--- config.mk ---
export PLATFORM = sky130hd
export DESIGN_NAME = sw_debounce
export DESIGN_NICKNAME = d
export VERILOG_FILES = /design/src/rtl/dc_exp_pkg.sv /design/src/rtl/sw_debounce_bit.sv /design/src/rtl/sw_debounce.sv
export SDC_FILE = /design/constraint.sdc
export NUM_CORES = 1
export LEC_CHECK = 0
export BUFFER_PORTS_ARGS = -buffer_cell sky130_fd_sc_hd__buf_2
export CAP_MARGIN = 15
export CORE_ASPECT_RATIO = 0.6
export CORE_MARGIN = 4
export CORE_UTILIZATION = 50
export CTS_BUF_LIST = sky130_fd_sc_hd__clkbuf_16
export CTS_CLUSTER_SIZE = 30
export DETAILED_ROUTE_END_ITERATION = 8
export PLACE_DENSITY = 0.83
export SYNTH_ARGS = -nofsm -noshare
export SYNTH_HDL_FRONTEND = slang
export SYNTH_HIERARCHICAL = 1
export SYNTH_SLANG_ARGS = --single-unit
export TNS_END_PERCENT = 20
--- constraint.sdc ---
create_clock -name clk -period 1 [get_ports clk]
set_input_delay 0.2 -clock clk [delete_from_list [all_inputs] [get_ports clk]]
set_output_delay 0.2 -clock clk [all_outputs]
set_load 0.005 [all_outputs]
--- src/rtl/dc_exp_pkg.sv ---
// rtl/dc_exp_pkg.sv - shared constants for the switch-conditioning experiment blocks
package dc_exp_pkg;

    // 10 ms at the 50 MHz board clock
    localparam int DEBOUNCE_CYCLES_BOARD = 500_000;
    localparam int SW_WIDTH              = 10;

endpackage

--- src/rtl/sw_debounce_bit.sv ---
// rtl/sw_debounce_bit.sv - single-bit synchroniser, stability counter and edge pulses
module sw_debounce_bit
    import dc_exp_pkg::*;
#(
    parameter int SYNC_STAGES   = 2,
    parameter int STABLE_CYCLES = 4,
    parameter int CNT_W         = $clog2(STABLE_CYCLES + 1)
) (
    input  logic clk,
    input  logic rst,
    input  logic din,
    output logic dout,
    output logic rise,
    output logic fall
);

    logic [SYNC_STAGES-1:0] sync_q;
    logic                   sync;
    logic [CNT_W-1:0]       cnt;

    always_ff @(posedge clk or posedge rst) begin
        if (rst) begin
            sync_q <= '0;
        end else begin
            sync_q <= {sync_q[SYNC_STAGES-2:0], din};
        end
    end

    assign sync = sync_q[SYNC_STAGES-1];

    // Any cycle agreeing with dout restarts the count, so bounces only delay acceptance.
    always_ff @(posedge clk or posedge rst) begin
        if (rst) begin
            cnt  <= '0;
            dout <= 1'b0;
            rise <= 1'b0;
            fall <= 1'b0;
        end else begin
            rise <= 1'b0;
            fall <= 1'b0;
            if (sync == dout) begin
                cnt <= '0;
            end else if (cnt == CNT_W'(STABLE_CYCLES - 1)) begin
                dout <= sync;
                cnt  <= '0;
                rise <= sync;
                fall <= ~sync;
            end else begin
                cnt <= cnt + CNT_W'(1);
            end
        end
    end

endmodule

--- src/rtl/sw_debounce.sv ---
// rtl/sw_debounce.sv - debounced switch bus with per-bit rise/fall events
module sw_debounce
    import dc_exp_pkg::*;
#(
    parameter int WIDTH         = SW_WIDTH,
    parameter int SYNC_STAGES   = 2,
    parameter int STABLE_CYCLES = 4,
    parameter int CNT_W         = $clog2(STABLE_CYCLES + 1)
) (
    input  logic             clk,
    input  logic             rst,
    input  logic [WIDTH-1:0] sw,
    output logic [WIDTH-1:0] sw_stable,
    output logic [WIDTH-1:0] sw_rise,
    output logic [WIDTH-1:0] sw_fall,
    output logic             sw_changed
);

    for (genvar i = 0; i < WIDTH; i++) begin : g_bit
        sw_debounce_bit #(
            .SYNC_STAGES  (SYNC_STAGES),
            .STABLE_CYCLES(STABLE_CYCLES),
            .CNT_W        (CNT_W)
        ) u_bit (
            .clk (clk),
            .rst (rst),
            .din (sw[i]),
            .dout(sw_stable[i]),
            .rise(sw_rise[i]),
            .fall(sw_fall[i])
        );
    end

    // OR of flop outputs: already a clean one-cycle pulse
    assign sw_changed = |(sw_rise | sw_fall);

endmodule
# Word-level counts from Yosys, hierarchy flattened
# Cells that the tools add are included.
[totals]
out_inout_bits = 31
word_cells = 172
register_bits = 80
inputBits = 12
[op_classes]
eq_ne = 20
muxes = 60
n_reduce_logical = 11
bitwise = 21
addsub = 10
[ops]
columns = ["operator", "count"]
rows = [
  ["3-bit two-way mux", 20],
  ["1-bit two-way mux", 40],
  ["3-bit by 1-bit adder with 3-bit output, second input constant", 10],
  ["3-bit by 2-bit == test with 1-bit output, second input constant", 10],
  ["1-bit NOT", 20],
  ["2-bit AND reduction", 10],
  ["1-bit == test", 10],
  ["10-bit OR", 1],
  ["10-bit OR reduction", 1],
]

# Depth between registers and ports, before layout
[logic_depth]
word_depth = 3
mapped_depth = 3
ltp_nobuf = 3

# Modules after synthesis
# Netlist, hierarchy kept.
[by_module_without_submodules]
columns = ["module", "n_inst", "area_each_um2", "cells_each", "seq_area_each_um2"]
rows = [
  ["sw_debounce_bit", 10, 289.0, 18, 200.2],
  ["sw_debounce", 1, 42.5, 7, 0.0],
]

# Least setup slack after synthesis
# No wires, ideal clock.
[synth_timing]
kind = "register -> register"
startpoint = "reg g_bit[0].u_bit.cnt[0]"
endpoint = "reg g_bit[0].u_bit.dout"
path_buffers = 0
arrival_time_ns = 0.991
setup_slack_ns = -0.116
period_less_slack_ns = 1.116
setup_ns = 0.125
required_time_ns = 0.875
path_stages_with_launch = 4
path_cell_list = "dfrtp_1 > ha_1 > nand2b_4 > mux2_2"
[synth_between]
elab_chain_cells = 2
[synth_rtl]
columns = ["item", "line", "text"]
rows = [
  ["start: declaration", "sw_debounce_bit.sv:19", "logic [CNT_W-1:0] cnt;"],
  ["start signal: assignment", "sw_debounce_bit.sv:49", "cnt <= cnt + CNT_W'(1);"],
  ["3-bit by 2-bit == test with 1-bit output", "sw_debounce_bit.sv:43", "end else if (cnt == CNT_W'(STABLE_CYCLES - 1)) begin"],
  ["2-bit AND reduction (no line)", "n/a", ""],
  ["end signal: assignment", "sw_debounce_bit.sv:44", "dout <= sync;"],
  ["end: declaration", "sw_debounce_bit.sv:12", "output logic dout,"],
]
# Every way passes these cells.
# A chain may end at the register's enable or synchronous reset.

# Worst setup path in the final report
[layout_timing]
startpoint = "reg g_bit[7].u_bit.fall"
endpoint = "out sw_changed"
[layout_between]
elab_chain_cells = 2
[layout_rtl]
columns = ["item", "line", "text"]
rows = [
  ["start: declaration", "sw_debounce_bit.sv:14", "output logic fall"],
  ["start signal: assignment", "sw_debounce_bit.sv:47", "fall <= ~sync;"],
  ["10-bit OR", "sw_debounce.sv:35", "assign sw_changed = |(sw_rise | sw_fall);"],
  ["10-bit OR reduction", "sw_debounce.sv:35", ""],
  ["end: declaration", "sw_debounce.sv:16", "output logic sw_changed"],
]
# Every way passes these cells.

==> metrics.cfg <==
[logic_synthesis]
postSynthNetCount = 209
postSynthAreaPerCell_um2 = 15.7
synth_top_area_frac = 0.683
synth-warning-count = 6
largest_area_contributor_in_the_netlist = sky130_fd_sc_hd__dfrtp_1
postSynthRegisterBits = 80
ys_seq_area_frac = 0.683
netlist_area_mm2 = 0.00293
synth_top_cells_by_area = sky130_fd_sc_hd__dfrtp_1 68%, sky130_fd_sc_hd__nor3b_1 10%, sky130_fd_sc_hd__nand2b_4 4.7%, sky130_fd_sc_hd__ha_1 4.3%, sky130_fd_sc_hd__mux2_2 3.8%
post_synth_inst_count = 187
ys_types = 11

[cells_and_area]
diodes = 0
nFillCells = 245
layout.nets = 337
post-route-util = 0.870
mostFrequentLayoutCells = 80 x sky130_fd_sc_hd__dfrtp_1, 53 x sky130_fd_sc_hd__buf_6, 31 x sky130_fd_sc_hd__buf_4
finalInstanceArea_mm2 = 0.00489
layoutNonFillerInstCount = 400
syn_to_final_growth_pct = 66.9
most_common_library_cell_in_the_layout_ignoring_fill_and_taps = sky130_fd_sc_hd__dfrtp_1
final_layout_size_suffix_gt1_frac = 0.606

[critical_path]
ff2ff_setup_slack_ns = -0.18
crit_path_end = sw_changed
reg2regPathDepth = 4
critical_path.max_fanout = 2
arrival_ns = 1.59
regToRegStartpoint = g_bit[9].u_bit/dout
path_class = flop to output port
critPathCaptureType = output port
regToRegEndpoint = g_bit[9].u_bit/cnt[1]
crit_path_start_kind = flop
cp-startpoint = g_bit[7].u_bit/fall
worst_ep_required_time_ns = 0.80

[clocking]
cts_tree = done
source_to_sink_clock_delay_at_the_later_pin_of_the_worst_skew_pair_ns = 0.34
clock-sinks = 80
clockBufferDepth = 2
cts.root.buffer_cell = sky130_fd_sc_hd__clkbuf_16
htreeDepth = 3
tritoncts.num_buffers = 9
cts.clk_slew.worst_paths_ns = 0.06

[detailed_routing]
routed_via_density = 5.08
drt_pass1_iterations = 4
routedWlPerCell_um = 19.3
drc = 0
met2_length_mm = 4.16
detail_route.wirelength.met1_mm = 3.01
drt_iter0_markers = 76
final_antenna_violating_net_count = 0
routed.top_layer = met4
detail_route.wirelength_mm = 7.72
total_met3_wirelength_after_detailed_routing_um = 367
vias = 2032

[power_and_ir_drop]
power_mw = 13.0
irDropWorstVdd_uv = 1990
cellLeakagePower_nw = 2.31
power_density_mw_per_mm2 = 2670

[place]
gpl.final_weighted_congestion = 0.806
placed_cells_incl_taps = 348
dpl_cell_area_mm2 = 0.00360
port_buffers = 42
hpwl_mm = 3.77

[grt]
number_of_global_route_vias_before_repair = 2338
antenna_found_initial = 0
grt_first_pass_wirelength_mm = 11.9
grt_start_max_net_pins = 15
grt_util_all_layers = 0.229
grt_overflow = 0

[worst_hold_path]
hold_path.startpoint = g_bit[3].u_bit/sync_q[0]
worstHoldPathType = flop to flop

[sta]
timing.clock.skew_ns = 0.00293
drv_slew = 0
rsz0062_at_grt = true
setup_ws_ns = -0.791
timing.slew.headroom = 0.771
post_route_minimum_period_ns = 1.79
worstMarginPinSlew_ns = 0.343
final_period_util = 1.79
number_of_endpoints_with_negative_hold_slack_in_the_final_report = 0
timing.fmax_ghz = 0.558
final_setup_violating_endpoints = 67

[die]
core_box_area_mm2 = 0.00562
overall_die_height_um = 67.3
num_io_pins = 43
floorplan.initialDensity = 0.522
core.rowCount = 21
die-area_mm2 = 0.00720
chipWidth_um = 107

[job]
maxCapViolations = 0

[run_status]
violations = setup timing
status = complete, but fails checks

-- what timing repair did --
action | in CTS | in global routing
setup buffers | 19 | 9
endpoints found under the setup margin | 66 | 87
endpoints found under the hold margin | 90 | 0
pin swaps | 10 | 11
hold buffers | 11 | 0
gates resized for setup | 75 | 42
-- power breakdown --
part | switching, mW | internal, mW
registers | 0.626 | 3.86
logic | 1.92 | 3.39
clock network | 1.32 | 1.93
total | 3.86 | 9.18
-- cells in the mapped netlist (all sizes together) --
master,instances
nor4,5
ha,10
and3,1
nand3,1
mux2,10
dfrtp,80
and3b,10
nor3b,40
inv,10
xnor2,10
nand2b,10
-- worst max-delay path: stages, from the launching register on --
cell and delay (ns):
sky130_fd_sc_hd__dfrtp_1 0.42, sky130_fd_sc_hd__nor4_2 0.33, sky130_fd_sc_hd__and3_1 0.27, sky130_fd_sc_hd__nand3_1 0.09, sky130_fd_sc_hd__buf_2 0.15
-- flip-flops by register name (all words and copies together) (netlist names) --
register            flops
g_bit.u_bit/dout       10
g_bit.u_bit/cnt        30
g_bit.u_bit/fall       10
g_bit.u_bit/sync_q     20
g_bit.u_bit/rise       10
-- cells by family (layout without fill, tap and decap cells) --
logic type | Yosys count | count (layout) | synth area share
DFF | 80 | 80 | 0.683
and+or+nand+nor | 67 | 67 | 0.194
adders and majority gates | 10 | 10 | 0.0427
xor gates and xnor gates | 10 | 10 | 0.0299
muxes | 10 | 10 | 0.0384
buffers and inverters | 10 | 143 | 0.0128
-- cell type report --
class                           count  area (um2)  share of cell area
Timing Repair Buffer              117        1050               0.215
Inverter                           10        37.5             0.00767
Clock inverter                      7        71.3              0.0146
Tap cell                           80         100              0.0205
Sequential cell                    80        2000               0.409
Multi-Input combinational cell     97        1410               0.288
Clock buffer                        9         225              0.0460
-- metal layers --
metal  up-vias  global-route usage
li1        909                   -
met1      1040               0.250
met2        62               0.418
met3        21              0.0783
met4         0              0.0957
met5         -                   0
-- how the worst min path moves through the flow --
stage	to	slack, ns	cells after the start
6_report	g_bit[3].u_bit/sync_q[1]	0.35	0
5_1_grt	g_bit[3].u_bit/sync_q[1]	0.35	0
4_1_cts	g_bit[1].u_bit/sync_q[1]	0.35	0
3_5_place_dp	g_bit[9].u_bit/rise	0.28	2
3_3_place_gp	g_bit[9].u_bit/fall	0.28	2
2_1_floorplan	g_bit[0].u_bit/cnt[0]	0.02	1
-- through the flow --
stage	TNS (ns)	hold slack [ns]	worst slack [ns]
floorplan	-0.406	0.0157	-0.0409
global placement	-1.05	0.283	-0.307
detailed placement	-1.58	0.281	-0.303
CTS	-5.96	0.348	-0.641
global route	-10.62	0.354	-0.862
finish	-7.85	0.349	-0.791
Note: power is estimated with default switching activity, not from simulation.
